## src/rtl/load_store_unit_pkg.sv

```systemverilog
// Shared size codes, FSM states and defaults for the load/store unit.
package load_store_unit_pkg;

  localparam logic [1:0] LSU_BYTE = 2'b00;
  localparam logic [1:0] LSU_HALF = 2'b01;
  localparam logic [1:0] LSU_WORD = 2'b10;

  localparam int LSU_DEFAULT_TIMEOUT = 255;

  typedef enum logic [1:0] {
    LSU_IDLE = 2'b00,
    LSU_REQ  = 2'b01,
    LSU_DONE = 2'b10
  } lsu_state_e;

  function automatic logic [31:0] lsu_extend_byte(input logic [7:0] b, input logic sext);
    return sext ? {{24{b[7]}}, b} : {24'b0, b};
  endfunction

  function automatic logic [31:0] lsu_extend_half(input logic [15:0] h, input logic sext);
    return sext ? {{16{h[15]}}, h} : {16'b0, h};
  endfunction

endpackage

```

## src/rtl/load_store_unit_lane_align.sv

```systemverilog
// Big-endian lane steering: byte enables and replicated store data going out,
// right-justified and extended load data coming back, plus the alignment check.
module lsu_lane_align
  import load_store_unit_pkg::*;
(
  input  logic [1:0]  size,
  input  logic [1:0]  offset,
  input  logic        sign_ext,
  input  logic [31:0] write_data,
  input  logic [31:0] mem_rdata,
  output logic [3:0]  mem_be,
  output logic [31:0] mem_wdata,
  output logic [31:0] read_value,
  output logic        misaligned
);

  logic [7:0]  lane_byte;
  logic [15:0] lane_half;

  // Offset 0 is the most significant lane (big-endian).
  always_comb begin
    lane_byte = 8'h00;
    case (offset)
      2'd0:    lane_byte = mem_rdata[31:24];
      2'd1:    lane_byte = mem_rdata[23:16];
      2'd2:    lane_byte = mem_rdata[15:8];
      default: lane_byte = mem_rdata[7:0];
    endcase
    lane_half = offset[1] ? mem_rdata[15:0] : mem_rdata[31:16];
  end

  always_comb begin
    mem_be     = 4'b0000;
    mem_wdata  = 32'h0;
    read_value = 32'h0;
    misaligned = 1'b0;
    case (size)
      LSU_BYTE: begin
        mem_be     = 4'b1000 >> offset;
        mem_wdata  = {4{write_data[7:0]}};
        read_value = lsu_extend_byte(lane_byte, sign_ext);
      end
      LSU_HALF: begin
        mem_be     = offset[1] ? 4'b0011 : 4'b1100;
        mem_wdata  = {2{write_data[15:0]}};
        read_value = lsu_extend_half(lane_half, sign_ext);
        misaligned = offset[0];
      end
      LSU_WORD: begin
        mem_be     = 4'b1111;
        mem_wdata  = write_data;
        read_value = mem_rdata;
        misaligned = |offset;
      end
      default: begin
        mem_be     = 4'b0000;
      end
    endcase
  end

endmodule

```

## src/rtl/load_store_unit.sv

```systemverilog
// Data-memory initiator: turns memread/memwrite into a req/ack bus transaction,
// stalling the datapath until the access completes, faults, or times out.
module load_store_unit
  import load_store_unit_pkg::*;
#(
  parameter int TIMEOUT = LSU_DEFAULT_TIMEOUT
) (
  input  logic        clk,
  input  logic        reset,
  input  logic        memread,
  input  logic        memwrite,
  input  logic [1:0]  size,
  input  logic        sign_ext,
  input  logic [31:0] address,
  input  logic [31:0] write_data,
  output logic        stall,
  output logic [31:0] read_data,
  output logic        fault,
  output logic        mem_req,
  output logic        mem_we,
  output logic [31:0] mem_addr,
  output logic [31:0] mem_wdata,
  output logic [3:0]  mem_be,
  input  logic        mem_ack,
  input  logic [31:0] mem_rdata
);

  localparam logic [7:0] LAST_COUNT = 8'(TIMEOUT - 1);

  lsu_state_e  state, next_state;
  logic [7:0]  count, next_count;
  logic [1:0]  lat_size, next_lat_size;
  logic [1:0]  lat_off, next_lat_off;
  logic        lat_sext, next_lat_sext;
  logic        next_req, next_we, next_fault;
  logic [31:0] next_addr, next_wdata, next_read;
  logic [3:0]  next_be;

  logic [1:0]  al_size, al_off;
  logic        al_sext, al_misaligned;
  logic [3:0]  al_be;
  logic [31:0] al_wdata, al_read;
  logic        req_any, req_legal;

  // In IDLE the aligner checks the live request; afterwards it decodes the
  // latched access so the returning data is extracted with the right lane.
  assign al_size = (state == LSU_IDLE) ? size : lat_size;
  assign al_off  = (state == LSU_IDLE) ? address[1:0] : lat_off;
  assign al_sext = (state == LSU_IDLE) ? sign_ext : lat_sext;

  lsu_lane_align u_align (
    .size       (al_size),
    .offset     (al_off),
    .sign_ext   (al_sext),
    .write_data (write_data),
    .mem_rdata  (mem_rdata),
    .mem_be     (al_be),
    .mem_wdata  (al_wdata),
    .read_value (al_read),
    .misaligned (al_misaligned)
  );

  assign req_any   = memread | memwrite;
  assign req_legal = (memread ^ memwrite) && (size != 2'b11) && !al_misaligned;

  always_ff @(posedge clk) begin
    if (reset) begin
      state     <= LSU_IDLE;
      count     <= 8'd0;
      lat_size  <= LSU_BYTE;
      lat_off   <= 2'b00;
      lat_sext  <= 1'b0;
      mem_req   <= 1'b0;
      mem_we    <= 1'b0;
      mem_addr  <= 32'h0;
      mem_wdata <= 32'h0;
      mem_be    <= 4'b0000;
      read_data <= 32'h0;
      fault     <= 1'b0;
    end else begin
      state     <= next_state;
      count     <= next_count;
      lat_size  <= next_lat_size;
      lat_off   <= next_lat_off;
      lat_sext  <= next_lat_sext;
      mem_req   <= next_req;
      mem_we    <= next_we;
      mem_addr  <= next_addr;
      mem_wdata <= next_wdata;
      mem_be    <= next_be;
      read_data <= next_read;
      fault     <= next_fault;
    end
  end

  always_comb begin
    next_state    = state;
    next_count    = count;
    next_lat_size = lat_size;
    next_lat_off  = lat_off;
    next_lat_sext = lat_sext;
    next_req      = mem_req;
    next_we       = mem_we;
    next_addr     = mem_addr;
    next_wdata    = mem_wdata;
    next_be       = mem_be;
    next_read     = read_data;
    next_fault    = 1'b0;
    stall         = 1'b0;
    case (state)
      LSU_IDLE: begin
        if (req_any && req_legal) begin
          stall         = 1'b1;
          next_state    = LSU_REQ;
          next_count    = 8'd0;
          next_lat_size = size;
          next_lat_off  = address[1:0];
          next_lat_sext = sign_ext;
          next_req      = 1'b1;
          next_we       = memwrite;
          next_addr     = {address[31:2], 2'b00};
          next_wdata    = al_wdata;
          next_be       = al_be;
        end else if (req_any) begin
          next_fault = 1'b1;
        end
      end
      LSU_REQ: begin
        stall = 1'b1;
        // An ack in the final counted cycle still wins over the timeout.
        if (mem_ack) begin
          next_req   = 1'b0;
          next_state = LSU_DONE;
          if (!mem_we) next_read = al_read;
        end else if (count == LAST_COUNT) begin
          next_req   = 1'b0;
          next_fault = 1'b1;
          next_state = LSU_DONE;
          if (!mem_we) next_read = 32'h0;
        end else begin
          next_count = count + 8'd1;
        end
      end
      LSU_DONE: begin
        next_state = LSU_IDLE;
      end
      default: begin
        next_state = LSU_IDLE;
      end
    endcase
  end

endmodule

```

## config.mk

```make
export PLATFORM = sky130hd
export DESIGN_NAME = load_store_unit
export DESIGN_NICKNAME = d
export VERILOG_FILES = /design/src/rtl/load_store_unit_pkg.sv /design/src/rtl/load_store_unit_lane_align.sv /design/src/rtl/load_store_unit.sv
export SDC_FILE = /design/constraint.sdc
export NUM_CORES = 1
export LEC_CHECK = 0
export ABC_CLOCK_PERIOD_IN_PS = 5800
export BUFFER_PORTS_ARGS = -buffer_cell sky130_fd_sc_hd__buf_2
export CORE_MARGIN = 2
export CORE_UTILIZATION = 25
export DETAILED_ROUTE_END_ITERATION = 7
export GPL_TIMING_DRIVEN = 0
export SLEW_MARGIN = 40
export SYNTH_ARGS = -nofsm -noshare
export SYNTH_HDL_FRONTEND = slang
export SYNTH_HIERARCHICAL = 1
export SYNTH_SLANG_ARGS = --single-unit
```

## constraint.sdc

```tcl
create_clock -name clk -period 5.8 [get_ports clk]
set_input_delay 1.74 -clock clk [delete_from_list [all_inputs] [get_ports clk]]
set_output_delay 1.74 -clock clk [all_outputs]
set_load 0.05 [all_outputs]
```

==> insert_results.sql, run 1 <==
INSERT INTO impl_metrics (metric_group, metric, value, unit) VALUES
('cts', 'cts-root-buf', 'sky130_fd_sc_hd__clkbuf_16', ''),
('cts', 'cts_made_buffers', '17', ''),
('drt', 'first_iter_violations', '378', ''),
('cells_and_area', 'layout-drive-gt1-share', '33.7', '%'),
('drt', 'drtPass1Iterations', '5', ''),
('timing', 'final.setup_skew', '0.0104', 'ns'),
('floorplan', 'design.core.area', '21900', 'sq um'),
('drt', 'vias_per_cell', '4.90', ''),
('logic_synthesis', 'share_of_the_yosys_chip_area_belonging_to_registers', '41.5', '%'),
('worst_setup_path', 'timing.critical_path.fanout_max', '10', ''),
('logic_synthesis', 'complex_gate_fraction_of_the_synthesized_area', '27.9', '%'),
('logic_synthesis', 'synthMuxAreaShare', '3.17', '%'),
('timing', 'timing.final.crit_period', '5.56', 'ns'),
('grt', 'grt_antenna_before_repair', '1', ''),
('cells_and_area', 'fillerInstances', '2373', ''),
('worst_setup_path', 'worst_r2r_path_depth', '12', ''),
('logic_synthesis', 'synth.distinct_cells', '55', ''),
('timing', 'finalSetupViolations', '0', ''),
('cts', 'tritoncts_clock_tree', 'done', ''),
('worst_setup_path', 'rr_startpoint', 'state[1]$_SDFFE_PP0P_', ''),
('worst_setup_path', 'critical_path_class', 'input port to output pin', ''),
('timing', 'timing.fmax', '180', 'MHz'),
('cells_and_area', 'multi_input_comb_area', '2880', 'sq um'),
('logic_synthesis', 'largest_family_of_logic_cells_by_synthesized_area', 'compound AO/OA/AOI/OAI gates', ''),
('cts', 'cts.htree.levels', '4', ''),
('cts', 'insertion_delay', '0.42', 'ns'),
('drt', 'route.vias.total', '5886', ''),
('logic_synthesis', 'synth_area_per_cell', '8.20', 'sq um'),
('worst_setup_path', 'critical_path.endpoint', 'stall', ''),
('run_status', 'run_status', 'complete, no violations', ''),
('worst_setup_path', 'crit_path_start_kind', 'input port', ''),
('grt', 'grt_util_all_layers', '16.9', '%'),
('power', 'power_per_cell_area', '339', 'nW/um^2'),
('worst_setup_path', 'rr_endpoint', 'lat_off[0]$_SDFFE_PP0P_', ''),
('logic_synthesis', 'synthDominantAreaCellType', 'sky130_fd_sc_hd__dfxtp_1', ''),
('logic_synthesis', 'syn_area', '5600', 'sq um'),
('drt', 'route.antenna.remaining_nets', '0', ''),
('cts', 'clk_path_buf_depth', '2', ''),
('timing', 'tightest_slew', '0.794', 'ns'),
('placement', 'hpwl', '15500', 'um'),
('grt', 'overflow', '0', ''),
('logic_synthesis', 'synth-warning-count', '6', ''),
('timing', 'portion_of_the_clock_cycle_consumed_by_the_worst_path_in_the_final_layout', '95.9', '%'),
('cells_and_area', 'finalNetCount', '1018', ''),
('worst_setup_path', 'cp-end-kind', 'output pin', ''),
('timing', 'timing.final.max_slew_violations', '0', ''),
('timing', 'setup_repair_after_global_routing_missed_its_margin', 'false', ''),
('power', 'ir_drop', '0.167', 'mV'),
('grt', 'wire_length_of_the_first_global_routing_pass', '31200', 'um'),
('cells_and_area', 'final_design_area_no_fill', '7570', 'sq um'),
('power', 'power.leakage', '0.00328', 'uW'),
('worst_setup_path', 'required', '4.06', 'ns'),
('logic_synthesis', 'post_synth_xor_area_fraction', '0.313', '%'),
('logic_synthesis', 'ys_seq_elements', '116', ''),
('logic_synthesis', 'synth-main-ff-cell', 'sky130_fd_sc_hd__dfxtp_1', ''),
('drt', 'avgRoutedWirePerCell', '17.0', 'um'),
('drt', 'totalWireLength', '20400', 'um'),
('floorplan', 'initial_core_util', '25.6', '%'),
('logic_synthesis', 'netlist.area_leader.share', '41.5', '%'),
('placement', 'numPortBuffers', '205', ''),
('cts', 'clock_sinks', '116', ''),
('job', 'drv_cap', '0', ''),
('grt', 'first_global_vias', '5650', ''),
('worst_setup_path', 'cp_data_arrival_time', '3.82', 'ns'),
('floorplan', 'die_width', '154', 'um'),
('logic_synthesis', 'synth-async-reset-ratio', '0', '%'),
('worst_setup_path', 'critPathLaunch', 'size[0]', ''),
('floorplan', 'count_of_boundary_i_o_pins', '208', ''),
('floorplan', 'die_area', '23600', 'sq um'),
('timing', 'final-hold-violation-count', '0', ''),
('logic_synthesis', 'synth.top_cells.by_area', 'sky130_fd_sc_hd__dfxtp_1 41%, sky130_fd_sc_hd__nand2_1 12%, sky130_fd_sc_hd__a21oi_1 12%', '');
[metal layers]
metal	track usage [%]	part of all wire (%)
met1	21.8	45
met2	27.9	46
met3	4.31	7.0
met4	5.37	1.5
met5	0	0.064
[cell families after synthesis]
kind of cell | count (synthesis)
AOI/OAI and AO/OA | 237
DFF | 116
and+or+nand+nor | 234
xor gates and xnor gates | 2
muxes | 16
buffers and inverters | 70
other | 1
adders and majority gates | 7
[cell usage in the layout, fill, tap and decap left out, types with 6 or more instances in the layout]
master,instances
sky130_fd_sc_hd__buf_2,221
sky130_fd_sc_hd__nand2_1,182
sky130_fd_sc_hd__a21oi_1,131
sky130_fd_sc_hd__dfxtp_1,116
sky130_fd_sc_hd__a22o_1,37
sky130_fd_sc_hd__clkbuf_1,22
sky130_fd_sc_hd__a22oi_1,17
sky130_fd_sc_hd__clkbuf_16,17
sky130_fd_sc_hd__mux2_2,13
sky130_fd_sc_hd__o21ai_0,12
sky130_fd_sc_hd__nor2_1,11
sky130_fd_sc_hd__buf_6,11
sky130_fd_sc_hd__inv_1,9
sky130_fd_sc_hd__and2_1,9
sky130_fd_sc_hd__a311oi_2,9
sky130_fd_sc_hd__buf_4,8
sky130_fd_sc_hd__nand3_1,8
sky130_fd_sc_hd__ha_1,7
sky130_fd_sc_hd__a311oi_1,7
sky130_fd_sc_hd__a32oi_1,7
sky130_fd_sc_hd__clkinv_2,6
[stage by stage]
stage          util (%)  std cells  worst slack (ns)  power, uW  hold slack (ns)
3_5_place_dp       31.9       1169            -0.791       1540            0.444
5_1_grt            34.6       1200            0.0414       2690            0.471
6_report           34.6       1201             0.235       2570            0.450
2_1_floorplan         -        684             0.184       1340            0.434
4_1_cts            34.6       1202           0.00837       2580            0.451
3_3_place_gp       31.9       1169            -0.805       1540            0.440
[worst min-delay path by stage]
stage / startpoint / to / cells after the start
global route: mem_addr[26]$_SDFFE_PP0P_ / mem_addr[26]$_SDFFE_PP0P_ / 2
global placement: mem_addr[5]$_SDFFE_PP0P_ / mem_addr[5]$_SDFFE_PP0P_ / 2
CTS: mem_addr[26]$_SDFFE_PP0P_ / mem_addr[26]$_SDFFE_PP0P_ / 2
finish: mem_addr[21]$_SDFFE_PP0P_ / mem_addr[21]$_SDFFE_PP0P_ / 2
detailed placement: mem_addr[26]$_SDFFE_PP0P_ / mem_addr[26]$_SDFFE_PP0P_ / 2
floorplan: lat_off[0]$_SDFFE_PP0P_ / lat_off[0]$_SDFFE_PP0P_ / 2
[cell usage after synthesis, types with 2 or more instances]
library cell	instances
sky130_fd_sc_hd__inv_1	9
sky130_fd_sc_hd__ha_1	7
sky130_fd_sc_hd__nand4b_1	2
sky130_fd_sc_hd__a211oi_1	3
sky130_fd_sc_hd__and3_1	2
sky130_fd_sc_hd__buf_4	6
sky130_fd_sc_hd__mux2_2	13
sky130_fd_sc_hd__o21ai_0	12
sky130_fd_sc_hd__a21oi_1	131
sky130_fd_sc_hd__a22oi_1	17
sky130_fd_sc_hd__xor2_1	2
sky130_fd_sc_hd__a22o_1	37
sky130_fd_sc_hd__a22o_2	3
sky130_fd_sc_hd__dfxtp_1	116
sky130_fd_sc_hd__nand2_1	182
sky130_fd_sc_hd__a311oi_1	7
sky130_fd_sc_hd__mux2i_1	2
sky130_fd_sc_hd__nor3_1	3
sky130_fd_sc_hd__clkbuf_1	24
sky130_fd_sc_hd__a31oi_1	2
sky130_fd_sc_hd__a32oi_1	7
sky130_fd_sc_hd__and2_1	9
sky130_fd_sc_hd__nand3_1	8
sky130_fd_sc_hd__buf_2	18
sky130_fd_sc_hd__a311oi_2	9
sky130_fd_sc_hd__buf_6	11
sky130_fd_sc_hd__nand2b_1	3
sky130_fd_sc_hd__nor2_1	11
[critical path, cell delays in order]
cell	delay (ns)
sky130_fd_sc_hd__buf_2	0.11
sky130_fd_sc_hd__mux2_2	0.29
sky130_fd_sc_hd__inv_1	0.08
sky130_fd_sc_hd__ha_1	0.29
sky130_fd_sc_hd__clkbuf_4	0.28
sky130_fd_sc_hd__o21ai_0	0.15
sky130_fd_sc_hd__a21boi_2	0.21
sky130_fd_sc_hd__nand4b_1	0.17
sky130_fd_sc_hd__clkbuf_4	0.23
sky130_fd_sc_hd__nand2_1	0.06
sky130_fd_sc_hd__buf_2	0.21
[state kept, by name, summed over array words and instances (netlist names)]
register	cells
state	2
mem_req	1
count	8
mem_addr	30
lat_sext	1
fault	1
lat_size	2
read_data	32
mem_wdata	32
mem_be	4
mem_we	1
lat_off	2
[area by class of cell]
type	instances	area share, %
diodes	1	0.0331
well taps	280	4.63
clock buffers	19	5.85
multi-input cells	498	38.0
flip-flops and latches	116	30.7
inverters	10	0.496
repair buffers	206	13.7
plain buffers	58	4.89
clock inverters	13	1.75
[power breakdown]
| group | internal (uW) | leakage (uW) | total, uW | switching [uW] |
|---|---|---|---|---|
| registers | 843 | 0.000941 | 867 | 24.2 |
| clock network | 642 | 0.000287 | 1030 | 393 |
| logic | 210 | 0.00205 | 665 | 456 |
| total | 1690 | 0.00328 | 2570 | 873 |
[timing repair]
item | CTS | global route
setup buffers | 1 | 0
endpoints found under the setup margin | 1 | 1
gates resized for setup | 5 | 3
hold buffers | 0 | 0
No activity file was read; power rests on OpenSTA's default activity.
==> run 2, diff against run 1 <==
CELL_PAD_IN_SITES_DETAIL_PLACEMENT = 0   (was not set)
CELL_PAD_IN_SITES_GLOBAL_PLACEMENT = 2   (was not set)
PLACE_DENSITY_LB_ADDON = 0.1   (was not set)
SYNTH_HIERARCHICAL = not set   (was 1)
==> run 2 against run 1 <==
Register-to-register slack worse by 0.39 ns. Sequential power hardly changed. Cell count grew 4.1%. Clock power up 8%. Combinational power shrank 4.5%. Global-route usage grew 2.9 points. Synthesized cell count is 6.4% higher. Wire length increased by 19%. Non-clock buffer count rose by 10. Largest cell class unchanged.
==> insert_results.sql, run 2 <==
INSERT INTO impl_metrics (metric_group, metric, value, unit) VALUES
('grt', 'grt_util_all_layers', '19.9', '%'),
('cells_and_area', 'final_cell_count_no_fill', '1250', ''),
('placement', 'numPlacedInstances', '1217', ''),
('worst_setup_path', 'crit_buf_inv', '4', ''),
('worst_setup_path', 'crit_path_start_kind', 'input port', ''),
('timing', 'timing.final.crit_period', '5.59', 'ns'),
('cells_and_area', 'most_common_cell_after_layout_fill_and_taps_aside', 'sky130_fd_sc_hd__buf_2', ''),
('logic_synthesis', 'number_of_enable_type_register_cells_in_the_synthesized_netlist', '0', ''),
('grt', 'grt_antenna_before_repair', '3', ''),
('cells_and_area', 'final_design_area_no_fill', '7780', 'sq um'),
('cells_and_area', 'areaGrowthSynthToFinish', '34.8', '%'),
('timing', 'portion_of_the_clock_cycle_consumed_by_the_worst_path_in_the_final_layout', '96.5', '%'),
('cts', 'tritoncts_clock_tree', 'done', ''),
('worst_setup_path', 'critical_path.cell_chain', 'buf_2, inv_1, ha_1, nand2_1, nor4_1, clkbuf_1, nand2_1, nand2_1, buf_2', ''),
('logic_synthesis', 'netlist.area_leader.share', '40.2', '%'),
('placement', 'numPortBuffers', '204', ''),
('timing', 'setup_repair_after_global_routing_missed_its_margin', 'false', ''),
('placement', 'place_ws', '0.0978', 'ns'),
('logic_synthesis', 'synth-async-reset-ratio', '0', '%'),
('drt', 'drtPass1Iterations', '6', ''),
('floorplan', 'design.core.area', '22600', 'sq um'),
('grt', 'wire_length_of_the_first_global_routing_pass', '37000', 'um'),
('logic_synthesis', 'ys_seq_elements', '116', ''),
('cells_and_area', 'layout-drive-gt1-share', '27.7', '%'),
('cts', 'cts_setup_buffers', '0', ''),
('grt', 'overflow', '0', ''),
('logic_synthesis', 'synth-warning-count', '0', ''),
('worst_setup_path', 'cp_data_arrival_time', '3.85', 'ns'),
('cells_and_area', 'finalNetCount', '1061', ''),
('drt', 'route.vias.total', '6461', ''),
('timing', 'timing.slew.headroom', '41.5', '%'),
('power', 'power_per_cell_area', '336', 'nW/um^2'),
('floorplan', 'fp.dieH', '156', 'um'),
('drt', 'number_of_remaining_drc_errors', '0', ''),
('cells_and_area', 'most-common-layout-cells', '212 x sky130_fd_sc_hd__buf_2, 125 x sky130_fd_sc_hd__o21ai_0, 116 x sky130_fd_sc_hd__dfxtp_1', ''),
('floorplan', 'floorplan.rows', '55', ''),
('logic_synthesis', 'synth.distinct_cells', '53', ''),
('logic_synthesis', 'yosysMostFrequentCell', 'sky130_fd_sc_hd__o21ai_0', ''),
('logic_synthesis', 'synthesis.instances', '727', ''),
('cts', 'cts_made_buffers', '17', ''),
('job', 'drv_cap', '0', ''),
('logic_synthesis', 'share_of_the_yosys_chip_area_belonging_to_registers', '40.2', '%'),
('floorplan', 'initial_core_util', '25.5', '%'),
('power', 'power.leakage', '0.00319', 'uW'),
('cells_and_area', 'reg.largest.list', 'mem_wdata (32), read_data (32), mem_addr (30)', ''),
('timing', 'final.setup_skew', '0.00946', 'ns'),
('placement', 'place_area', '7170', 'sq um'),
('worst_setup_path', 'timing.critical_path.fanout_max', '10', ''),
('worst_setup_path', 'timing.critical_path.max_delay_family', 'simple AND/OR/NAND/NOR gates', ''),
('cts', 'cts.htree.levels', '4', ''),
('cts', 'clk_path_buf_depth', '2', ''),
('worst_setup_path', 'critical_path_class', 'input port to output pin', ''),
('worst_setup_path', 'highest_delay_cell_along_the_critical_path', 'sky130_fd_sc_hd__nor4_1', ''),
('worst_setup_path', 'cp-end-kind', 'output pin', ''),
('power', 'ir_drop', '0.172', 'mV'),
('logic_synthesis', 'ys_top_cells_by_count', '125 x sky130_fd_sc_hd__o21ai_0, 116 x sky130_fd_sc_hd__dfxtp_1, 78 x sky130_fd_sc_hd__a21oi_1', ''),
('cts', 'post_cts_hold_buffer_count', '0', ''),
('timing', 'finalSetupViolations', '0', ''),
('logic_synthesis', 'synthDominantAreaCellType', 'sky130_fd_sc_hd__dfxtp_1', ''),
('cts', 'insertion_delay', '0.42', 'ns'),
('drt', 'first_iter_violations', '452', ''),
('floorplan', 'die_area', '24300', 'sq um'),
('cts', 'post_cts_resize_count', '0', ''),
('timing', 'timing.final.max_slew_violations', '0', ''),
('drt', 'totalWireLength', '24200', 'um'),
('logic_synthesis', 'synth.top_cells.by_area', 'sky130_fd_sc_hd__dfxtp_1 40%, sky130_fd_sc_hd__o21ai_0 11%, sky130_fd_sc_hd__a21oi_1 6.8%', ''),
('logic_synthesis', 'syn_area', '5780', 'sq um'),
('worst_setup_path', 'required', '4.06', 'ns'),
('logic_synthesis', 'synth-main-ff-cell', 'sky130_fd_sc_hd__dfxtp_1', ''),
('cts', 'cts.reportedPaths.clkPinSlew', '0.06', 'ns'),
('grt', 'first_global_vias', '6234', ''),
('floorplan', 'die_width', '156', 'um'),
('cts', 'cts-root-buf', 'sky130_fd_sc_hd__clkbuf_16', ''),
('worst_setup_path', 'cpMostUsedCell', 'sky130_fd_sc_hd__nand2_1', ''),
('timing', 'setup_ws', '0.205', 'ns'),
('floorplan', 'count_of_boundary_i_o_pins', '208', ''),
('logic_synthesis', 'synth_area_per_cell', '7.95', 'sq um'),
('drt', 'avgRoutedWirePerCell', '19.4', 'um'),
('timing', 'setup_tns', '0', 'ns'),
('placement', 'hpwl', '18400', 'um'),
('timing', 'tightest_slew', '0.876', 'ns'),
('worst_setup_path', 'cp_slowest_stage_delay', '0.59', 'ns'),
('timing', 'timing.fmax', '179', 'MHz'),
('drt', 'route.antenna.remaining_nets', '0', ''),
('run_status', 'run_status', 'complete, no violations', ''),
('cts', 'clock_sinks', '116', ''),
('grt', 'grt_start_max_net_pins', '17', ''),
('placement', 'gp_congestion', '0.768', ''),
('drt', 'vias_per_cell', '5.17', ''),
('worst_hold_path', 'hold_class', 'flop to flop', ''),
('timing', 'final-hold-violation-count', '0', '');
## run 2: metal layers
metal	part of all wire [%]	global-route usage [%]	vias up	wire length, um
li1	-	-	3169	-
met1	48	27.8	3038	11500
met2	43	30.0	230	10500
met3	7.5	5.39	24	1830
met4	1.5	5.59	0	354
met5	0	0	-	0
## run 2: worst paths after layout
kind	startpoint	to	slack [ns]	cells after the start
worst max-delay path	memwrite	stall	0.21	9
worst min-delay path	read_data[17]$_SDFFE_PP0P_	read_data[17]$_SDFFE_PP0P_	0.45	2
worst max register to register	state[0]$_SDFFE_PP0P_	read_data[9]$_SDFFE_PP0P_	2.01	11
worst min register to register	read_data[17]$_SDFFE_PP0P_	read_data[17]$_SDFFE_PP0P_	0.45	2
## run 2: kinds of logic (layout without fill, tap and decap cells)
logic type / after synthesis / after routing / share of synthesized area [%]
flip-flops: 116 / 116 / 40.2
multiplexers: 12 / 12 / 2.27
AND/OR/NAND/NOR: 240 / 240 / 22.8
XOR/XNOR: 2 / 2 / 0.303
adder cells (fa/ha/maj): 7 / 7 / 1.52
other: 1 / 5 / 0.0649
buffers and inverters: 79 / 313 / 5.70
AO/OA/AOI/OAI: 270 / 270 / 27.1
## run 2: cell type report
cell class | count | area (sq um)
Fill cell | 2483 | 14900
Multi-Input combinational cell | 533 | 3140
Sequential cell | 116 | 2320
Timing Repair Buffer | 204 | 1020
Clock buffer | 23 | 488
Tap cell | 285 | 357
Buffer | 70 | 295
Clock inverter | 8 | 124
Inverter | 8 | 30.0
Antenna cell | 3 | 7.51
## run 2: tightest hold or removal path: cells and delay by family (launching register included)
kind	cells	cell delay, ns
flip-flops	1	0.32
AO/OA/AOI/OAI	1	0.05
AND/OR/NAND/NOR	1	0.04
## run 2: metrics by stage
step | hold WS (ns) | power, uW | utilization, %
after global routing | 0.473 | 2740 | 34.4
after CTS | 0.453 | 2640 | 34.4
after global placement | 0.439 | 1520 | 31.6
after floorplan | 0.451 | 1300 | -
final | 0.448 | 2620 | 34.4
after detailed placement | 0.440 | 1520 | 31.7
## run 2: power breakdown
group / internal (uW) / switching (uW)
clock: 719 / 394
combinational: 176 / 458
sequential: 843 / 25.2
total: 1740 / 878
